===== src/rtl/instr_fetch.sv =====
// Instruction fetch stage: in-order prefetch from a variable-latency instruction
// memory into a small buffer that feeds the IR load interface.
module instr_fetch #(
    parameter int          ADDR_W   = 8,
    parameter int          DEPTH    = 2,
    parameter logic [15:0] NOP_WORD = 16'hC000
) (
    input  logic              clk,
    input  logic              rst,
    output logic              imem_req,
    output logic [ADDR_W-1:0] imem_addr,
    input  logic [15:0]       imem_rdata,
    input  logic              imem_valid,
    input  logic              hazard,
    input  logic              branch,
    input  logic [ADDR_W-1:0] branch_target,
    output logic [15:0]       mem_data,
    output logic              IRin,
    output logic [ADDR_W-1:0] instr_pc,
    output logic [ADDR_W-1:0] fetch_pc
);

    localparam int CW = $clog2(DEPTH + 1);

    logic [CW-1:0]                 count_q, count_d;
    logic [CW-1:0]                 outstanding_q, outstanding_d;
    logic [CW-1:0]                 drop_cnt_q, drop_cnt_d;
    logic [ADDR_W-1:0]             fetch_pc_q, fetch_pc_d;
    logic [ADDR_W-1:0]             ret_pc_q, ret_pc_d;
    logic                          irin_q, irin_d;
    logic [DEPTH-1:0][15:0]        buf_data_q, buf_data_d;
    logic [DEPTH-1:0][ADDR_W-1:0]  buf_pc_q, buf_pc_d;

    logic          issue, pop, push, drop;
    logic [CW:0]   in_use;

    always_comb begin
        in_use = {1'b0, count_q} + {1'b0, outstanding_q};
        // Buffered plus in-flight words never exceed DEPTH, so a push can't overflow.
        issue  = !rst && !branch && (in_use < (CW+1)'(DEPTH));
        pop    = irin_q && (count_q != '0) && !hazard && !branch;
        drop   = imem_valid && (drop_cnt_q != '0);
        push   = imem_valid && !drop && !branch;

        fetch_pc_d    = fetch_pc_q;
        ret_pc_d      = ret_pc_q;
        count_d       = count_q;
        outstanding_d = outstanding_q;
        drop_cnt_d    = drop_cnt_q;
        buf_data_d    = buf_data_q;
        buf_pc_d      = buf_pc_q;
        irin_d        = 1'b1;

        if (issue) begin
            fetch_pc_d    = fetch_pc_q + ADDR_W'(1);
            outstanding_d = outstanding_d + CW'(1);
        end
        if (imem_valid)
            outstanding_d = outstanding_d - CW'(1);
        if (drop)
            drop_cnt_d = drop_cnt_q - CW'(1);

        // Head always sits in slot 0; a pop shifts the rest down.
        if (pop) begin
            for (int i = 0; i < DEPTH - 1; i++) begin
                buf_data_d[i] = buf_data_q[i+1];
                buf_pc_d[i]   = buf_pc_q[i+1];
            end
            count_d = count_q - CW'(1);
        end
        if (push) begin
            for (int i = 0; i < DEPTH; i++) begin
                if (CW'(i) == count_d) begin
                    buf_data_d[i] = imem_rdata;
                    buf_pc_d[i]   = ret_pc_q;
                end
            end
            count_d  = count_d + CW'(1);
            ret_pc_d = ret_pc_q + ADDR_W'(1);
        end

        // Everything still owed by memory belongs to the abandoned stream.
        if (branch) begin
            count_d    = '0;
            fetch_pc_d = branch_target;
            ret_pc_d   = branch_target;
            drop_cnt_d = outstanding_d;
        end
    end

    always_ff @(posedge clk) begin
        if (rst) begin
            count_q       <= '0;
            outstanding_q <= '0;
            drop_cnt_q    <= '0;
            fetch_pc_q    <= '0;
            ret_pc_q      <= '0;
            irin_q        <= 1'b0;
        end else begin
            count_q       <= count_d;
            outstanding_q <= outstanding_d;
            drop_cnt_q    <= drop_cnt_d;
            fetch_pc_q    <= fetch_pc_d;
            ret_pc_q      <= ret_pc_d;
            irin_q        <= irin_d;
        end
    end

    always_ff @(posedge clk) begin
        buf_data_q <= buf_data_d;
        buf_pc_q   <= buf_pc_d;
    end

    assign imem_req  = issue;
    assign imem_addr = fetch_pc_q;
    assign fetch_pc  = fetch_pc_q;
    assign IRin      = irin_q;
    assign mem_data  = (count_q != '0) ? buf_data_q[0] : NOP_WORD;
    assign instr_pc  = (count_q != '0) ? buf_pc_q[0] : '0;

endmodule


===== config.mk =====
export PLATFORM = sky130hd
export DESIGN_NAME = instr_fetch
export DESIGN_NICKNAME = d
export VERILOG_FILES = /design/src/rtl/instr_fetch.sv
export SDC_FILE = /design/constraint.sdc
export NUM_CORES = 1
export LEC_CHECK = 0
export BUFFER_PORTS_ARGS = -buffer_cell sky130_fd_sc_hd__buf_2
export CAP_MARGIN = 20
export CORE_MARGIN = 2
export CORE_UTILIZATION = 40
export DETAILED_ROUTE_END_ITERATION = 10
export GPL_ROUTABILITY_DRIVEN = 0
export PLACE_DENSITY = 0.68
export SYNTH_ARGS = -nofsm -noshare
export SYNTH_HDL_FRONTEND = slang
export SYNTH_SLANG_ARGS = --single-unit

===== constraint.sdc =====
create_clock -name clk -period 9.34 [get_ports clk]
set_input_delay 2.335 -clock clk [delete_from_list [all_inputs] [get_ports clk]]
set_output_delay 2.335 -clock clk [all_outputs]
set_load 0.01 [all_outputs]

; ---- Word level (Yosys, flattened, before mapping)
; Index checks and enable logic that the tools add are counted.
[totals]
input_bits = 29
output_inout_bits = 42
reg_bits = 71
elab_cells = 59
[classes]
reduce_logical = 20
n_addsub = 8
magnitude_cmp = 1
n_mux = 19
n_eq_ne = 1
[op_table]
columns = op, n
row1 = $mux W16, 4
row2 = $mux W8, 8
row3 = $add A8 B1 Y8 const B, 2
row4 = $mux W2, 6
row5 = $reduce_bool A2 Y1, 5
row6 = $logic_and A1 B1 Y1, 8
row7 = $sub A2 B1 Y2 const B, 3
row8 = $add A2 B1 Y2 const B, 2
row9 = $logic_not A1 Y1, 4
row10 = $add A2 B2 Y3, 1
row11 = $lt A3 B2 Y1 const B, 1
row12 = $eq A1 B2 Y1 const A, 1
row13 = $logic_not A2 Y1, 1
row14 = $reduce_and A2 Y1, 1
row15 = $reduce_or A2 Y1, 1
row16 = $mux W1, 1

; ---- Logic depth before layout (Yosys ltp)
[logic_depth]
word_depth = 8
ltp_mapped = 10
ltp_nobuf = 8

; ---- Worst setup path before layout
; No wires, ideal clock.
[synth_timing]
path_kind = input to register
startpoint = in branch
endpoint = reg buf_data_q[16] (netlist name) (enable)
path_stages = 6
required_ns = 8.900
t_arrival_ns = 5.017
setup_ns = 0.440
setup_slack_ns = 3.883
path_buffers = 2
cell_sequence = buf_2 -> nor4b_2 -> buf_4 -> mux2_2 -> ha_1 -> nor3b_1
[synth_via]
elab_chain_len = 5
word_cells_on_any_way = 6
cone_classes = 1 x eq/ne / 1 x mux / 4 x reduce/logical
[synth_rtl]
columns = element, line_no
row1 = from (decl), 15  ; input logic branch,
row2 = $logic_not A1 Y1 *, "41, 43"
row3 = $logic_and A1 B1 Y1, 41  ; pop = irin_q && (count_q != '0) && !hazard && !branch;
row4 = $mux W2, 64  ; if (pop) begin
row5 = $eq A1 B2 Y1, 73  ; if (CW'(i) == count_d) begin
row6 = $reduce_and A2 Y1 (no source line) *, n/a
row7 = to (signal assigned), 110  ; buf_data_q <= buf_data_d;
row8 = to (decl), 31  ; logic [DEPTH-1:0][15:0] buf_data_q, buf_data_d;
; Mark *: on every way between the ends. The rest lies on a longest branch, timed or not.
; A chain may end at the register's enable or synchronous reset.

; ---- Worst setup path in the final report
[layout_timing]
startpoint = in branch
endpoint = out imem_req
[layout_via]
elab_chain_len = 3
[layout_rtl]
columns = element, line_no
row1 = $logic_not A1 Y1, 40  ; issue = !rst && !branch && (in_use < (CW+1)'(DEPTH));
row2 = $logic_and A1 B1 Y1 (2 in series), 40
row3 = to (decl), 10  ; output logic imem_req,
; No other way between the ends.

==> results.sh <==
export IMPL_slew_limit_headroom_pct=55.6
export IMPL_globalRoute_totalOverflow=0
export IMPL_wire_per_inst_microns=12.8
export IMPL_cts_made_buffers=9
export IMPL_ir_worst_vdd_mv=0.0911
export IMPL_count_of_fill_cells_added_during_filler_insertion=759
export IMPL_finClkSkew_ps=10.7
export IMPL_synth_cells=303
export IMPL_yosys_cell_count_top_type="dfxtp_1"
export IMPL_timing_critical_path_cells="buf_2, nor4_1, buf_2"
export IMPL_io_pin_count=71
export IMPL_remaining_drc_errors=0
export IMPL_worst_slew_pin_slew_ps=665
export IMPL_detail_route_wirelength_microns=6050
export IMPL_tritoncts_num_sinks=71
export IMPL_synth_enable_flop_cells=24
export IMPL_r2r_worst_path_cells=10
export IMPL_drv_cap=0
export IMPL_post_route_antenna_net_violation_count=0
export IMPL_clock_tree_root_cell="clkbuf_8"
export IMPL_synth_top_area_share_pct=29.7
export IMPL_netlist_top_cell_by_area="dfxtp_1"
export IMPL_core_area_sq_um=7690
export IMPL_fp_dieW_microns=93.0
export IMPL_synth_seq_cells=71
export IMPL_postCtsResizedCells=0
export IMPL_synthesis_area_per_instance_sq_um=10.5
export IMPL_post_route_minimum_period_ps=5250
export IMPL_cts_setup_buffers=0
export IMPL_port_buffers=70
export IMPL_multi_input_area_sq_um=1340
export IMPL_final_setup_viols=0
export IMPL_place_detailed_hpwl_microns=4100
export IMPL_worst_setup_path_start_kind="input pin"
export IMPL_gr_usage_all_layers_pct=14.8
export IMPL_syn_to_final_growth_pct=18.7
export IMPL_wl_met2_microns=2720
export IMPL_insertion_delay_ps=340
export IMPL_largest_net_degree_at_the_start_of_global_routing=49
export IMPL_design_final_nets=400
export IMPL_worst_path_max_delay_cell="nor4_1"
export IMPL_drt_first_pass_iters=4
export IMPL_dr_total_vias=2329
export IMPL_worst_ep_arrival_time_ps=2910
export IMPL_grt_pass1_vias=2173
export IMPL_register_area_sq_um=1660
export IMPL_floorplan_die_area_sq_um=8650
export IMPL_post_dp_cell_area_sq_um=3540
export IMPL_synth_distinct_cells=41
export IMPL_clk_buf_depth=2
export IMPL_start_util_pct=41.2
export IMPL_commonest_cells_post_synth="47 x dfxtp_1, 29 x nor2_1, 28 x mux2i_1"
export IMPL_synthesis_area_sq_um=3170
export IMPL_cts_hold_buffers=0
export IMPL_finalCritPeriodShare_pct=56.2
export IMPL_clock_tree_htree_level_count=3
export IMPL_path_common_cell="buf_2"
export IMPL_setup_worst_path_class="in2out"
export IMPL_m1WireLength_microns=2840
export IMPL_final_setup_tns_ps=0
export IMPL_crit_required_ps=7010
export IMPL_hold_depth=2
export IMPL_total_leakage_power_nw=1.49
export IMPL_postSynthNetCount=339
export IMPL_initial_drt_markers=90
export IMPL_postSynth_asyncResetShare_pct=0
export IMPL_drive_gt1_share_pct=26.3
export IMPL_rows=32
export IMPL_power_density_cells_nw_per_um2=213
export IMPL_drv_slew=0
export IMPL_critical_path_max_stage_delay_ps=240
export IMPL_cts_tree="yes"
export IMPL_grt_first_pass_wirelength_microns=10000
export IMPL_synth_area_leaders="dfxtp_1 30%, edfxtp_1 23%, mux2i_1 8.8%, nor2b_1 5.1%, a21oi_1 4.3%"
export IMPL_fp_dieH_microns=93.0
export IMPL_final_area_sq_um=3760
export IMPL_cts_clk_pin_slew_worst_paths_ps=80
export IMPL_fmax_ghz=0.190
export IMPL_unrepaired_setup_endpoints_after_global_routing="no"
export IMPL_timing_hold_ws_ps=484
export IMPL_kind_of_end_point_of_the_critical_path="output port"
export IMPL_detail_route_vias_per_cell=4.94
export IMPL_ys_warnings_count=0
export IMPL_met3_wirelength_microns=395
export IMPL_run_status="finished clean"
export IMPL_grt_antenna_before_repair=0
export IMPL_diodes=0
export IMPL_synth_top_flop_cell="dfxtp_1"
export IMPL_worst_hold_path_type="reg2reg"
export IMPL_final_hold_violation_count=0
export IMPL_cp_max_fo=10
export IMPL_synth_seq_area_share_pct=52.4
export IMPL_dr_max_layer_used="met4"
-- flip-flops by register name, indices dropped and copies added (netlist names) --
name,cells
count_q,2
buf_data_q,32
fetch_pc,8
drop_cnt_q,2
IRin,1
outstanding_q,2
buf_pc_q,16
ret_pc_q,8
-- routing by layer --
| layer | vias up | track usage [%] |
|---|---|---|
| li1 | 1202 | - |
| met1 | 1047 | 18.9 |
| met2 | 70 | 24.2 |
| met3 | 10 | 3.14 |
| met4 | 0 | 6.25 |
| met5 | - | 0 |
-- kinds of logic (layout without fill, tap and decap cells) --
| kind of cell | after synthesis | after routing | share of synthesized area, % |
|---|---|---|---|
| AOI/OAI and AO/OA | 63 | 63 | 11.5 |
| xor gates and xnor gates | 7 | 7 | 1.93 |
| adders and majority gates | 7 | 7 | 3.00 |
| buffers and inverters | 33 | 99 | 5.64 |
| DFF | 71 | 71 | 52.4 |
| muxes | 30 | 30 | 9.55 |
| and+or+nand+nor | 92 | 92 | 16.0 |
-- worst max-delay path: cells and delay by family --
family                 cells  cell delay (ps)
and+or+nand+nor            1              240
buffers and inverters      2              340
-- report_power, final --
part	switching (mW)	internal (mW)
sequential	0.0286	0.374
combinational	0.0759	0.0823
clock	0.119	0.124
-- worst paths after layout --
check / start / to / slack (ps)
max: branch / imem_req / 4090
min: drop_cnt_q[0]$_SDFFE_PP0P_ / drop_cnt_q[0]$_SDFFE_PP0P_ / 480
max reg2reg: count_q[0]$_SDFF_PP0_ / buf_data_q[6]$_DFF_P_ / 6480
min reg2reg: drop_cnt_q[0]$_SDFFE_PP0P_ / drop_cnt_q[0]$_SDFFE_PP0P_ / 480
-- stage by stage --
stage | setup slack (ps) | cells | power (mW) | utilization [%]
2_1_floorplan | 3880 | 303 | 0.526 | -
3_3_place_gp | 4110 | 454 | 0.560 | 46.0
3_5_place_dp | 4080 | 454 | 0.568 | 46.0
4_1_cts | 4070 | 470 | 0.812 | 48.6
5_1_grt | 4040 | 471 | 0.853 | 48.9
6_report | 4090 | 471 | 0.803 | 48.9
-- cells in the final DEF, fill, tap and decap left out, drive strengths merged, types with 3 or more instances in the layout --
master	n
buf	74
mux2i	28
inv	10
nand2	7
or4	4
nor2b	26
dfxtp	47
nor2	29
a31oi	10
clkbuf	9
edfxtp	24
clkinv	3
a21boi	3
a21oi	27
o21ai	12
xnor2	5
or3	6
o31ai	4
nand3	5
ha	6
-- area by class of cell --
cell class / count / share of cell area [%]
multi-input combinational: 199 / 35.7
timing repair buffer: 74 / 10.6
clock inverter: 7 / 1.90
tap: 102 / 3.39
clock buffer: 9 / 3.29
inverter: 9 / 0.898
sequential: 71 / 44.2
(Power assumes the default switching activity.)
